**src/rtl/texel_quad_arbiter_pkg.sv**
```systemverilog
// Shared constants and types for the texel-quad read arbiter.
package texel_quad_arbiter_pkg;

  localparam logic TEXEL_QUAD_REQ_TMU0 = 1'b0;
  localparam logic TEXEL_QUAD_REQ_TMU1 = 1'b1;

  // One stage of the in-flight read tracker: was a read issued, and for whom.
  typedef struct packed {
    logic valid;
    logic id;
  } tq_tag_t;

endpackage

```
**src/rtl/texel_quad_resp_fifo.sv**
```systemverilog
// First-word fall-through response FIFO holding returned texel quads.
module texel_quad_resp_fifo #(
  parameter int unsigned DEPTH = 4,
  parameter int unsigned WIDTH = 128
) (
  input  logic                       clk_i,
  input  logic                       rst_i,
  input  logic                       push_i,
  input  logic [WIDTH-1:0]           wdata_i,
  input  logic                       pop_i,
  output logic [WIDTH-1:0]           rdata_o,
  output logic                       empty_o,
  output logic [$clog2(DEPTH+1)-1:0] count_o
);

  localparam int unsigned PTR_W = (DEPTH > 1) ? $clog2(DEPTH) : 1;
  localparam int unsigned CNT_W = $clog2(DEPTH + 1);

  logic [WIDTH-1:0] mem_q [DEPTH];
  logic [PTR_W-1:0] wr_ptr_q, rd_ptr_q;
  logic [CNT_W-1:0] count_q, count_d;
  logic             pop_ok;

  function automatic logic [PTR_W-1:0] ptr_next(input logic [PTR_W-1:0] p);
    return (p == PTR_W'(DEPTH - 1)) ? '0 : p + 1'b1;
  endfunction

  assign empty_o = (count_q == '0);
  assign pop_ok  = pop_i && !empty_o;
  assign rdata_o = mem_q[rd_ptr_q];
  assign count_o = count_q;

  // Occupancy tracking; a simultaneous push and pop leaves it unchanged.
  always_comb begin
    count_d = count_q;
    case ({push_i, pop_ok})
      2'b10:   count_d = count_q + 1'b1;
      2'b01:   count_d = count_q - 1'b1;
      default: count_d = count_q;
    endcase
  end

  // Pointer and count registers.
  always_ff @(posedge clk_i) begin
    if (rst_i) begin
      wr_ptr_q <= '0;
      rd_ptr_q <= '0;
      count_q  <= '0;
    end else begin
      if (push_i) wr_ptr_q <= ptr_next(wr_ptr_q);
      if (pop_ok) rd_ptr_q <= ptr_next(rd_ptr_q);
      count_q <= count_d;
    end
  end

  // Data storage; contents need no reset since count gates visibility.
  always_ff @(posedge clk_i) begin
    if (push_i) mem_q[wr_ptr_q] <= wdata_i;
  end

endmodule

```
**src/rtl/texel_quad_arbiter.sv**
```systemverilog
// Round-robin arbiter sharing one texel-quad memory read port between two TMUs.
module texel_quad_arbiter
  import texel_quad_arbiter_pkg::*;
#(
  parameter int unsigned ADDR_WIDTH   = 17,
  parameter int unsigned PIXEL_WIDTH  = 32,
  parameter int unsigned READ_LATENCY = 2,
  parameter int unsigned RESP_DEPTH   = 4
) (
  input  logic                     aclk,
  input  logic                     reset,
  input  logic                     s0_valid,
  output logic                     s0_ready,
  input  logic [4*ADDR_WIDTH-1:0]  s0_addr,
  output logic                     m0_valid,
  input  logic                     m0_ready,
  output logic [4*PIXEL_WIDTH-1:0] m0_texels,
  input  logic                     s1_valid,
  output logic                     s1_ready,
  input  logic [4*ADDR_WIDTH-1:0]  s1_addr,
  output logic                     m1_valid,
  input  logic                     m1_ready,
  output logic [4*PIXEL_WIDTH-1:0] m1_texels,
  output logic                     mem_en,
  output logic [ADDR_WIDTH-1:0]    mem_addr00,
  output logic [ADDR_WIDTH-1:0]    mem_addr01,
  output logic [ADDR_WIDTH-1:0]    mem_addr10,
  output logic [ADDR_WIDTH-1:0]    mem_addr11,
  input  logic [PIXEL_WIDTH-1:0]   mem_texel00,
  input  logic [PIXEL_WIDTH-1:0]   mem_texel01,
  input  logic [PIXEL_WIDTH-1:0]   mem_texel10,
  input  logic [PIXEL_WIDTH-1:0]   mem_texel11
);

  localparam int unsigned CW = $clog2(RESP_DEPTH + 1);

  tq_tag_t                  tag_q [READ_LATENCY];
  logic                     last_grant_q, last_grant_d;
  logic                     grant0, grant1, elig0, elig1;
  logic                     pop0, pop1, push0, push1;
  logic                     fifo0_empty, fifo1_empty;
  logic [CW-1:0]            fifo0_count, fifo1_count;
  logic [4*PIXEL_WIDTH-1:0] mem_quad;
  logic [4*ADDR_WIDTH-1:0]  sel_addr;
  int unsigned              inflight0, inflight1;

  // Count reads in flight per requester from the tag pipeline.
  always_comb begin
    inflight0 = 0;
    inflight1 = 0;
    for (int unsigned i = 0; i < READ_LATENCY; i++) begin
      if (tag_q[i].valid) begin
        if (tag_q[i].id == TEXEL_QUAD_REQ_TMU1) inflight1 = inflight1 + 1;
        else                                     inflight0 = inflight0 + 1;
      end
    end
  end

  // Credit is free FIFO slots minus reads in flight; computed from occupancy
  // plus tags, which equals a counter decremented on grant and bumped on pop.
  assign elig0 = !reset && s0_valid && ((32'(fifo0_count) + inflight0) < RESP_DEPTH);
  assign elig1 = !reset && s1_valid && ((32'(fifo1_count) + inflight1) < RESP_DEPTH);

  // Round-robin grant: on a tie the requester not granted last wins.
  always_comb begin
    grant0 = elig0;
    grant1 = elig1;
    if (elig0 && elig1) begin
      grant0 = (last_grant_q == TEXEL_QUAD_REQ_TMU1);
      grant1 = (last_grant_q == TEXEL_QUAD_REQ_TMU0);
    end
    last_grant_d = last_grant_q;
    if (grant0) last_grant_d = TEXEL_QUAD_REQ_TMU0;
    if (grant1) last_grant_d = TEXEL_QUAD_REQ_TMU1;
  end

  assign s0_ready   = grant0;
  assign s1_ready   = grant1;
  assign mem_en     = grant0 | grant1;
  assign sel_addr   = grant1 ? s1_addr : s0_addr;
  assign mem_addr00 = sel_addr[0*ADDR_WIDTH +: ADDR_WIDTH];
  assign mem_addr01 = sel_addr[1*ADDR_WIDTH +: ADDR_WIDTH];
  assign mem_addr10 = sel_addr[2*ADDR_WIDTH +: ADDR_WIDTH];
  assign mem_addr11 = sel_addr[3*ADDR_WIDTH +: ADDR_WIDTH];

  // Arbitration history and in-flight tag shift register.
  always_ff @(posedge aclk) begin
    if (reset) begin
      last_grant_q <= TEXEL_QUAD_REQ_TMU1;
      for (int unsigned i = 0; i < READ_LATENCY; i++) tag_q[i] <= '0;
    end else begin
      last_grant_q <= last_grant_d;
      tag_q[0]     <= '{valid: mem_en, id: grant1};
      for (int unsigned i = 1; i < READ_LATENCY; i++) tag_q[i] <= tag_q[i-1];
    end
  end

  assign mem_quad = {mem_texel11, mem_texel10, mem_texel01, mem_texel00};
  assign push0 = tag_q[READ_LATENCY-1].valid && (tag_q[READ_LATENCY-1].id == TEXEL_QUAD_REQ_TMU0);
  assign push1 = tag_q[READ_LATENCY-1].valid && (tag_q[READ_LATENCY-1].id == TEXEL_QUAD_REQ_TMU1);
  assign m0_valid = !reset && !fifo0_empty;
  assign m1_valid = !reset && !fifo1_empty;
  assign pop0 = m0_valid && m0_ready;
  assign pop1 = m1_valid && m1_ready;

  texel_quad_resp_fifo #(.DEPTH(RESP_DEPTH), .WIDTH(4*PIXEL_WIDTH)) u_fifo0 (
    .clk_i(aclk), .rst_i(reset), .push_i(push0), .wdata_i(mem_quad),
    .pop_i(pop0), .rdata_o(m0_texels), .empty_o(fifo0_empty), .count_o(fifo0_count)
  );

  texel_quad_resp_fifo #(.DEPTH(RESP_DEPTH), .WIDTH(4*PIXEL_WIDTH)) u_fifo1 (
    .clk_i(aclk), .rst_i(reset), .push_i(push1), .wdata_i(mem_quad),
    .pop_i(pop1), .rdata_o(m1_texels), .empty_o(fifo1_empty), .count_o(fifo1_count)
  );

endmodule

```
**config.mk**
```make
export PLATFORM = sky130hd
export DESIGN_NAME = texel_quad_arbiter
export DESIGN_NICKNAME = d
export VERILOG_FILES = /design/src/rtl/texel_quad_arbiter_pkg.sv /design/src/rtl/texel_quad_resp_fifo.sv /design/src/rtl/texel_quad_arbiter.sv
export SDC_FILE = /design/constraint.sdc
export NUM_CORES = 1
export LEC_CHECK = 0
export ABC_AREA = 1
export CAP_MARGIN = 20
export CORE_UTILIZATION = 56
export CTS_BUF_LIST = sky130_fd_sc_hd__clkbuf_4
export DETAILED_ROUTE_END_ITERATION = 10
export PLACE_DENSITY = 0.84
export SETUP_SLACK_MARGIN = 0.4
export SYNTH_ARGS = -nofsm -noshare
export SYNTH_HDL_FRONTEND = slang
export SYNTH_SLANG_ARGS = --single-unit
```
**constraint.sdc**
```tcl
create_clock -name aclk -period 7.24 [get_ports aclk]
set_input_delay 2.172 -clock aclk [delete_from_list [all_inputs] [get_ports aclk]]
set_output_delay 2.172 -clock aclk [all_outputs]
set_load 0.02 [all_outputs]
```
==> key figures <==
Outcome
  – Status: finished, final reports clean

Power and ir drop
  – Sw frac: 0.2511
  – PD cells: around 270 nW/µm²
  – Clock power share: 0.359
  – Comb pwr share: 0.131
  – Leakage: 17.12 nW
  – Sequential power share: 0.510
  – P_sw: 3.338 mW
  – Internal power: about 10 mW
  – Worst IR drop on VDD: 0.0001757 V

STA
  – Setup violators final: 0
  – Clock skew: between 0.1 and 0.15 ns
  – TNS Setup: 0 ns
  – RSZ-0062 raised after global routing: no
  – Worst Max-Slew Pin Slew: about 1.2 ns
  – Max Slew Vio Count: 0
  – Fmax achieved: between 150 and 200 MHz
  – Fin. Hold Viols: 0
  – Period Utilization, post-route: 0.8959
  – Crit path time final: around 6.5 ns
  – Max-slew headroom: 0.2328

Clock network
  – CTS tree: yes
  – Cts bufs inserted: 275
  – Clock tree buffer depth: 4
  – CTS Sinks: around 1000
  – Clock transition at path regs: about 0.060 ns
  – Worst-skew pair later-pin latency: 1.09 ns
  – Post-CTS Setup Bufs: 0
  – H-tree depth: 5
  – Root buf cell: clkbuf_4

Die
  – Core footprint: 70390 µm²
  – Row count: 97
  – Chip height: 269.6 µm
  – Top Ports: around 600
  – Chip width: 269.6 µm
  – Total die area: 72690 µm²
  – Initial Util: 0.5697

Routing
  – Detail Route Antenna Nets: 0
  – DR vias: between 20000 and 30000
  – WL/cell: between 20 and 25 µm
  – Total length of routed wires: 113200 µm
  – DR vias/cell: slightly below 6
  – # DRC: 0
  – Pre-antenna DRT Iters: 5
  – DRT iter0 DRCs: ~2700

Yosys
  – XOR/XNOR share of the synthesized area: 0
  – Adder-Cell Fraction of Synth Area: 0.005990
  – Post-Synth Simple-Gate Area: 0.07834
  – Synth warn: 0
  – Post-synthesis mux area share: 0
  – Largest family of logic cells by synthesized area: compound AO/OA/AOI/OAI gates
  – Syn avg cell area: between 10 and 15 µm²
  – Mapped Area: 40100 µm²
  – Synth Area in Compound Gates: 0.1080
  – Synth cell types: 33
  – Synthesized flop and latch total: about 1000
  – Post-synthesis sequential area ratio: 0.7782
  – Post-Syn Instances: around 2900
  – Synth Net Count: ~3200

Placement
  – Port buffer count: between 500 and 600
  – Placed cells: between 4000 and 5000
  – GP Congestion: a little over 1
  – Detailed-placement wirelength estimate: between 60000 and 70000 µm
  – DP Area: roughly 47000 µm²

Flow run
  – MaxCap Viol Count: 0

Global route
  – Vias in the first global route: between 20000 and 30000
  – Largest net degree at the start of global routing: ~220
  – Gr usage total: 0.3073
  – First-pass GRT wire length: 165200 µm
  – Initial antenna violation count: 26
  – Grt total ovfl: 0

Critical path
  – CP Launch Type: input pin
  – Crit path arrival time: 4.31 ns
  – Worst setup path class: input pin to primary output
  – CP required: approximately 5 ns
  – Peak fanout along the critical path: 56
  – Critical path capture point type: primary output

Finish
  – Final std cell area, no fill: between 40000 and 50000 µm²
  – Fin cells: between 4000 and 5000
  – Nets: roughly 3900
  – Layout cells sized above 1: 0.1284
  – Filler cells: roughly 4300
  – Area delta synth->final: 24.65%

Worst hold path
  – Worst hold path type: flip-flop to flip-flop
## through the flow
step	setup slack [ns]	hold slack, ns	total power [mW]	utilization
6_report	0.7537	0.4504	13.30	0.7101
5_1_grt	0.6631	0.4650	13.79	0.7101
4_1_cts	0.3854	0.4535	13.37	0.7086
3_5_place_dp	0.3223	0.4551	8.621	0.6639
3_3_place_gp	0.3987	0.4447	8.584	0.6639
2_1_floorplan	0.6952	0.4299	7.756	-
## cell usage in the layout, fill, tap and decap left out, types with 19 or more instances in the layout
cell             count
o21ai_0            234
edfxtp_1          1024
diode_2             23
clkbuf_4           375
nand2_1            155
dfxtp_1             19
o22ai_1            257
clkinv_1            31
nand3_2             21
clkdlybuf4s50_1    596
nand3_1             56
o21ai_1            288
nor2_1             519
buf_4               23
inv_1               33
## sequential cells by signal, indices dropped and copies added, names as in the netlist, named ones only
| signal | cells |
|---|---|
| last_grant_q | 1 |
| tag_q | 4 |
| u_fifo0.count_o | 3 |
| u_fifo0.mem_q | 512 |
| u_fifo0.rd_ptr_q | 2 |
| u_fifo0.wr_ptr_q | 2 |
| u_fifo1.count_o | 3 |
| u_fifo1.mem_q | 512 |
| u_fifo1.rd_ptr_q | 2 |
| u_fifo1.wr_ptr_q | 2 |
## metal layers
layer	global-route usage	up-vias	share of wire
met5	0	-	0.00075
met4	0.2392	12	0.073
met3	0.09235	353	0.10
met2	0.4988	1796	0.49
met1	0.3396	13380	0.34
li1	-	12270	-
## cell usage after synthesis (all sizes together)
| library cell | n | share of area |
|---|---|---|
| a211oi | 2 | 0.00037 |
| o21ai | 522 | 0.065 |
| or2 | 2 | 0.00031 |
| a21oi | 13 | 0.0017 |
| buf | 113 | 0.018 |
| fa | 2 | 0.0010 |
| nand3b | 1 | 0.00019 |
| a31oi | 2 | 0.00031 |
| edfxtp | 1024 | 0.77 |
| nor2 | 528 | 0.050 |
| o22ai | 257 | 0.040 |
| dfxtp | 23 | 0.011 |
| ha | 16 | 0.0050 |
| nand3 | 78 | 0.013 |
| o31ai | 2 | 0.00037 |
| nand2 | 158 | 0.016 |
| clkbuf | 79 | 0.0074 |
| inv | 43 | 0.0043 |
## critical path, stage by stage
cell,delay [ns]
clkdlybuf4s50_1,0.53
nand2_4,0.07
nor2_4,0.12
nand2_4,0.09
clkinv_8,0.23
buf_6,0.26
nand3_2,0.11
nand2_1,0.10
clkdlybuf4s50_1,0.62
## cells by family after synthesis
| logic type | Yosys count |
|---|---|
| flops | 1047 |
| compound gates | 798 |
| simple gates | 767 |
| buf+inv | 235 |
| fa+ha+maj | 18 |
## what timing repair did
action | in CTS | in global routing
setup endpoints to repair | 18 | 58
pin swaps | 1 | 1
hold buffers | 0 | 0
gates resized for setup | 1 | 4
cloned | 1 | 1
## power by group through the flow
stage	sequential, mW	combinational, mW	clock [mW]
6_report	6.78	1.74	4.77
5_1_grt	6.79	1.82	5.17
4_1_cts	6.78	1.72	4.86
3_5_place_dp	6.91	1.71	0
3_3_place_gp	6.91	1.67	0
2_1_floorplan	6.91	0.848	0
## worst paths after layout
kind | startpoint | end | slack [ns] | cells past startpoint
min reg2reg | tag_q[0][0] | tag_q[0][2] | 0.45 | 2
max reg2reg | tag_q[0][3] | u_fifo0.mem_q[3][29] | 4.22 | 3
max | s1_valid | mem_addr11[14] | 0.75 | 9
min | tag_q[0][0] | tag_q[0][2] | 0.45 | 2
## area by class of cell
type | instances | area, µm² | share of cell area
diodes | 23 | 57.56 | 0.001151
clock inverters | 47 | 317.8 | 0.006357
clock buffers | 375 | 2815 | 0.05632
repair buffers | 633 | 6394 | 0.1279
flip-flops and latches | 1047 | 31220 | 0.6246
multi-input cells | 1585 | 7805 | 0.1561
inverters | 43 | 198.9 | 0.003980
well taps | 940 | 1176 | 0.02353
(Power assumes the default switching activity.)
